### src/rtl/picorv_loader_ctrl.sv
// rtl/picorv_loader_ctrl.sv - PicoRV32 loader sequencer: state/memory FIFO drain, core memory writes, serial arbitration
//
// Purpose: pops the USB-written state and memory FIFOs (one read outstanding,
// state FIFO first), writes program bytes little-endian into core memory while
// in LOAD, drives the core reset from the commanded state and arbitrates the
// shared serial FIFO between byte-count reports (LOAD) and core output (RUN).
//
// Ports:
//   i_clk, i_resetn                     clock, async active-low reset
//   i_state_fifo_* / o_state_fifo_rd_en state command FIFO read side
//   i_mem_fifo_*   / o_mem_fifo_rd_en   program byte FIFO read side
//   o_mem_wr_*                          core memory byte write port
//   o_core_resetn                       PicoRV32 reset, active-low
//   i_core_ser_* / o_core_ser_ready     core serial word handshake
//   i_serial_fifo_full, o_serial_fifo_* shared serial FIFO write side
//   o_loader_state                      one-hot 001 RUN, 010 LOAD, 100 RESET
//   o_load_overflow                     sticky: byte received past MEM_BYTES
module picorv_loader_ctrl #(
  parameter int MEM_BYTES = 16384,
  parameter int ADDR_W    = 12
) (
  input  logic              i_clk,
  input  logic              i_resetn,
  input  logic              i_state_fifo_empty,
  input  logic [7:0]        i_state_fifo_out,
  output logic              o_state_fifo_rd_en,
  input  logic              i_mem_fifo_empty,
  input  logic [7:0]        i_mem_fifo_out,
  output logic              o_mem_fifo_rd_en,
  output logic              o_mem_wr_en,
  output logic [ADDR_W-1:0] o_mem_wr_addr,
  output logic [31:0]       o_mem_wr_data,
  output logic [3:0]        o_mem_wr_strb,
  output logic              o_core_resetn,
  input  logic              i_core_ser_valid,
  input  logic [31:0]       i_core_ser_data,
  output logic              o_core_ser_ready,
  input  logic              i_serial_fifo_full,
  output logic              o_serial_fifo_wr_en,
  output logic [31:0]       o_serial_fifo_in,
  output logic [2:0]        o_loader_state,
  output logic              o_load_overflow
);

  localparam int               CNT_W   = ADDR_W + 3;
  localparam logic [CNT_W-1:0] CNT_MAX = CNT_W'(MEM_BYTES);

  typedef enum logic [2:0] {
    ST_RUN   = 3'b001,
    ST_LOAD  = 3'b010,
    ST_RESET = 3'b100
  } state_t;

  state_t             r_state, w_state_nxt;
  logic               r_cap_state, r_cap_mem;
  logic [CNT_W-1:0]   r_byte_count, w_count_nxt;
  logic               r_overflow, w_ovf_nxt;
  logic               r_report_pending, w_pend_nxt;
  logic               r_core_resetn;
  logic               r_mem_wr_en, w_wr_en_nxt;
  logic [ADDR_W-1:0]  r_mem_wr_addr, w_wr_addr_nxt;
  logic [31:0]        r_mem_wr_data, w_wr_data_nxt;
  logic [3:0]         r_mem_wr_strb, w_wr_strb_nxt;

  logic               w_busy, w_st_fetch, w_mem_fetch;
  logic               w_report, w_ser_acc;
  logic               w_unused;

  // Only the low three bits of a state command carry meaning.
  assign w_unused = &{1'b0, i_state_fifo_out[7:3]};

  always_comb begin
    // A pending capture blocks the next fetch: one read in flight at a time.
    w_busy      = r_cap_state | r_cap_mem;
    w_st_fetch  = ~w_busy & ~i_state_fifo_empty;
    w_mem_fetch = ~w_busy & i_state_fifo_empty & ~i_mem_fifo_empty & (r_state == ST_LOAD);

    w_report  = (r_state == ST_LOAD) & r_report_pending & ~i_serial_fifo_full;
    w_ser_acc = (r_state == ST_RUN) & i_core_ser_valid & ~i_serial_fifo_full;

    // Pops are masked while reset is held so the FIFOs are never drained
    // by a controller that cannot capture the data.
    o_state_fifo_rd_en  = i_resetn & w_st_fetch;
    o_mem_fifo_rd_en    = i_resetn & w_mem_fetch;
    o_core_ser_ready    = w_ser_acc;
    o_serial_fifo_wr_en = w_report | w_ser_acc;
    o_serial_fifo_in    = 32'd0;
    if (w_ser_acc) begin
      o_serial_fifo_in = i_core_ser_data;
    end else if (w_report) begin
      o_serial_fifo_in = 32'(r_byte_count);
    end
  end

  always_comb begin
    w_state_nxt   = r_state;
    w_count_nxt   = r_byte_count;
    w_ovf_nxt     = r_overflow;
    w_pend_nxt    = r_report_pending & ~w_report;
    w_wr_en_nxt   = 1'b0;
    w_wr_addr_nxt = r_mem_wr_addr;
    w_wr_data_nxt = r_mem_wr_data;
    w_wr_strb_nxt = r_mem_wr_strb;

    if (r_cap_state) begin
      // Any command either re-enters LOAD or leaves it; a stale report
      // is dropped in both cases.
      w_pend_nxt = 1'b0;
      case (i_state_fifo_out[2:0])
        3'b001: w_state_nxt = ST_RUN;
        3'b010: begin
          w_state_nxt = ST_LOAD;
          w_count_nxt = '0;
          w_ovf_nxt   = 1'b0;
        end
        default: begin
          w_state_nxt = ST_RESET;
          w_count_nxt = '0;
        end
      endcase
    end else if (r_cap_mem) begin
      if (r_byte_count == CNT_MAX) begin
        w_ovf_nxt = 1'b1;
      end else begin
        w_wr_en_nxt   = 1'b1;
        w_wr_addr_nxt = r_byte_count[ADDR_W+1:2];
        w_wr_data_nxt = {4{i_mem_fifo_out}};
        w_wr_strb_nxt = 4'b0001 << r_byte_count[1:0];
        w_count_nxt   = r_byte_count + CNT_W'(1);
        // A new capture outranks a report leaving this same cycle, so the
        // latest count is always reported.
        w_pend_nxt    = 1'b1;
      end
    end
  end

  always_ff @(posedge i_clk or negedge i_resetn) begin
    if (!i_resetn) begin
      r_state          <= ST_RESET;
      r_cap_state      <= 1'b0;
      r_cap_mem        <= 1'b0;
      r_byte_count     <= '0;
      r_overflow       <= 1'b0;
      r_report_pending <= 1'b0;
      r_core_resetn    <= 1'b0;
      r_mem_wr_en      <= 1'b0;
      r_mem_wr_addr    <= '0;
      r_mem_wr_data    <= '0;
      r_mem_wr_strb    <= '0;
    end else begin
      r_state          <= w_state_nxt;
      r_cap_state      <= w_st_fetch;
      r_cap_mem        <= w_mem_fetch;
      r_byte_count     <= w_count_nxt;
      r_overflow       <= w_ovf_nxt;
      r_report_pending <= w_pend_nxt;
      // Follows the visible state by one cycle in both directions.
      r_core_resetn    <= (r_state == ST_RUN);
      r_mem_wr_en      <= w_wr_en_nxt;
      r_mem_wr_addr    <= w_wr_addr_nxt;
      r_mem_wr_data    <= w_wr_data_nxt;
      r_mem_wr_strb    <= w_wr_strb_nxt;
    end
  end

  assign o_mem_wr_en     = r_mem_wr_en;
  assign o_mem_wr_addr   = r_mem_wr_addr;
  assign o_mem_wr_data   = r_mem_wr_data;
  assign o_mem_wr_strb   = r_mem_wr_strb;
  assign o_core_resetn   = r_core_resetn;
  assign o_loader_state  = r_state;
  assign o_load_overflow = r_overflow;

endmodule
### config.mk
export PLATFORM = sky130hd
export DESIGN_NAME = picorv_loader_ctrl
export DESIGN_NICKNAME = d
export VERILOG_FILES = /design/src/rtl/picorv_loader_ctrl.sv
export SDC_FILE = /design/constraint.sdc
export NUM_CORES = 1
export LEC_CHECK = 0
export CORE_MARGIN = 8
export CORE_UTILIZATION = 40
export CTS_CLUSTER_DIAMETER = 30
export DETAILED_ROUTE_END_ITERATION = 10
export PLACE_DENSITY = 0.82
export SYNTH_ARGS = -nofsm -noshare
export SYNTH_HDL_FRONTEND = slang
export SYNTH_SLANG_ARGS = --single-unit
### constraint.sdc
create_clock -name i_clk -period 3.3 [get_ports i_clk]
set_input_delay 0.66 -clock i_clk [delete_from_list [all_inputs] [get_ports i_clk]]
set_output_delay 0.66 -clock i_clk [all_outputs]
set_load 0.005 [all_outputs]
==> flow_summary.toml <==
[sta]
finalSetupViolations = 0
finalHoldViolCount = 0
slew_violations = 0
tightest_slew_ps = 630
hold_ws_ps = 473
skew_ps = 8.46
period_needed_ps = 2930
slew_headroom = 0.577
timing.fmax_mhz = 341
grt_setup_unrepaired = "no"
post-route-period-util = 0.888
setup_tns_ps = 0

[worst_setup_path]
worstReg2RegStart = "r_byte_count[0]"
crit_start = "i_serial_fifo_full"
worstSetupEndpointType = "output port"
critPathMaxFanout = 34
r2r_end = "r_byte_count[14]"
path_cells = "clkdlybuf4s50_1 -> and3b_1 -> buf_12 -> or2_2 -> clkdlybuf4s50_1"
crit_top_cell = "clkdlybuf4s50_1"
crit_slowest_cell = "clkdlybuf4s50_1"
critPathKind = "primary input to output port"
critPathMaxStageDelay_ps = 480
crit_path_end = "o_serial_fifo_wr_en"
arrival_ps = 2270
critPathLaunchType = "primary input"
cp.required_ps = 2640
rr_worst_depth = 8
ff2ff_setup_slack_ps = 790

[clocking]
tritoncts = "built"
post_cts_buffers = 0
cts-htree-levels = 2
post_cts_resized = 0
cts_buffer_depth = 2
clk_latency_ps = 290
ctsHoldBuffers = 0
numCtsBuffers = 5
root_buffer = "clkbuf_8"
path_clk_slew_ps = 90
clock_sinks = 48

[cells_and_area]
area_growth_pct = 48.5
insertedDiodeCount = 0
drive_gt1_frac = 0.0630
fin_nets = 470

[grt]
grt_pass1_wl_um = 13000
grt_overflow = 0
grt_pass1_vias = 2479
grt_max_degree = 49
grtUsageTotal = 0.165
antenna_found_initial = 0

[drt]
drt_iter0_markers = 222
drtPass1Iterations = 4
wire_per_inst_um = 16.3
routed_wl_um = 8040
ant_nets = 0
route.detailed.drc = 0
vias = 2492
via_per_inst = 5.05

[pwr]
p_leak_nw = 1.74
power.share.clock = 0.244
power.internal_mw = 1.09
p_comb_frac = 0.268
ir_drop_uv = 281
swShare = 0.267
p_total_mw = 1.48
p_seq_frac = 0.489
p_sw_mw = 0.396
power.density_nw_per_um2 = 370

[hold_path]
hp-class = "register to register"

[synthesis]
async_reset_ff_frac = 1.00
synth-seq-area-share = 0.445
synth_edf_count = 0
synth_cell_types = 42
synth_seq_cells = 48
yosysWarnings = 0
netlist_instances = 307
synth_area_per_cell_um2 = 8.80
netlist_area_um2 = 2700
ys.flop_type = "dfrtp_1"
syn-num-nets = 365

[die]
core_area_um2 = 6680
num_io_pins = 144
start_util = 0.404
die_x_um = 98.2
die-area_um2 = 9640
die_h_um = 98.2
num_rows = 30

[run]
drv_cap = 0

[place]
port-buffer-count = 138
hpwl_um = 6140
place.gp.congestion = 0.854

[status]
status = "finished clean"
-- registers in the layout, indices dropped and copies added (netlist names), 3 cells and up --
| register | count |
|---|---|
| o_mem_wr_addr | 12 |
| r_byte_count | 15 |
| o_mem_wr_data | 8 |
| o_loader_state | 3 |
| o_mem_wr_strb | 4 |
-- routing by layer --
| metal | vias up | share of wire | GRT usage |
|---|---|---|---|
| met5 | - | 0 | 0 |
| met3 | 7 | 0.062 | 0.0427 |
| li1 | 1215 | - | - |
| met1 | 1181 | 0.41 | 0.198 |
| met2 | 89 | 0.52 | 0.285 |
| met4 | 0 | 0.0088 | 0.0425 |
-- synth_stat cells, types with 2 or more instances --
| library cell | instances | share of area |
|---|---|---|
| a21o_1 | 2 | 0.0056 |
| a21oi_1 | 8 | 0.015 |
| a22o_1 | 15 | 0.049 |
| a31oi_1 | 7 | 0.016 |
| a41oi_1 | 3 | 0.0097 |
| and2_1 | 19 | 0.044 |
| and3b_1 | 2 | 0.0065 |
| buf_2 | 8 | 0.015 |
| buf_4 | 27 | 0.075 |
| buf_6 | 5 | 0.021 |
| clkbuf_1 | 7 | 0.0097 |
| dfrtp_1 | 47 | 0.44 |
| ha_1 | 4 | 0.019 |
| inv_1 | 6 | 0.0083 |
| inv_2 | 2 | 0.0028 |
| nand2_1 | 84 | 0.12 |
| nand2b_1 | 2 | 0.0046 |
| nand3_1 | 10 | 0.019 |
| nor2_1 | 8 | 0.011 |
| nor2b_1 | 2 | 0.0046 |
| nor3_1 | 7 | 0.013 |
| nor3b_1 | 2 | 0.0056 |
| nor4_1 | 3 | 0.0070 |
| nor4b_2 | 2 | 0.011 |
| o21ai_0 | 8 | 0.015 |
-- critical path: cells and delay by family --
kind,cells,cell delay [ps]
buffers and inverters,3,1110
AND/OR/NAND/NOR,2,500
-- worst min path at each step --
| stage | from | endpoint | slack (ps) | depth (start not counted) |
|---|---|---|---|---|
| 2_1_floorplan | i_resetn | o_core_resetn | 360 | 0 |
| 3_3_place_gp | o_mem_wr_strb[2] | o_mem_wr_strb[2] | 460 | 2 |
| 3_5_place_dp | o_mem_wr_addr[0] | o_mem_wr_addr[0] | 460 | 2 |
| 4_1_cts | o_loader_state[1] | o_core_resetn | 470 | 1 |
| 5_1_grt | o_loader_state[1] | o_core_resetn | 500 | 1 |
| 6_report | o_loader_state[1] | o_core_resetn | 470 | 1 |
-- layout make-up --
class | count | area (um2)
Clock buffer | 7 | 86.3
Timing Repair Buffer | 145 | 1440
Clock inverter | 1 | 7.51
Sequential cell | 48 | 1200
Tap cell | 80 | 100
Inverter | 8 | 30.0
Multi-Input combinational cell | 204 | 1140
Fill cell | 574 | 2670
-- cell usage in the layout (no fill, tap or decap), types with 2 or more instances in the layout --
master             n
o21ai_0            8
and3b_1            2
nor2b_1            2
buf_4              6
nor4_1             3
nand2_1           84
and2_1            19
a41oi_1            3
dfrtp_1           47
nor4b_2            2
nor2_1             8
inv_1              6
nand2b_1           2
inv_2              2
a31oi_1            7
nand3_1           10
a21o_1             2
clkdlybuf4s50_1  137
nor3b_1            2
clkbuf_8           6
nor3_1             7
ha_1               4
a22o_1            15
a21oi_1            8
-- logic make-up after synthesis --
group                      share of synthesized area
adders and majority gates                     0.0185
DFF                                            0.445
AOI/OAI and AO/OA                              0.121
and+or+nand+nor                                0.269
xor gates and xnor gates                     0.00649
buffers and inverters                          0.132
muxes                                        0.00788
-- power by group through the flow --
stage | Combinational [mW] | Sequential, mW | Clock [mW]
detailed placement | 0.403 | 0.737 | 0
finish | 0.397 | 0.725 | 0.361
floorplan | 0.211 | 0.710 | 0
global placement | 0.392 | 0.733 | 0
CTS | 0.404 | 0.725 | 0.373
global route | 0.428 | 0.738 | 0.399
-- stage by stage --
step | util | std cells | setup WS (ps) | instance area (um2)
6_report | 0.600 | 493 | 369 | 4010
5_1_grt | 0.600 | 493 | 339 | 4010
4_1_cts | 0.600 | 493 | 366 | 4010
3_5_place_dp | 0.586 | 485 | 365 | 3920
3_3_place_gp | 0.586 | 485 | 372 | 3920
2_1_floorplan | - | 307 | 1120 | 2700
No activity file was read; power rests on OpenSTA's default activity.
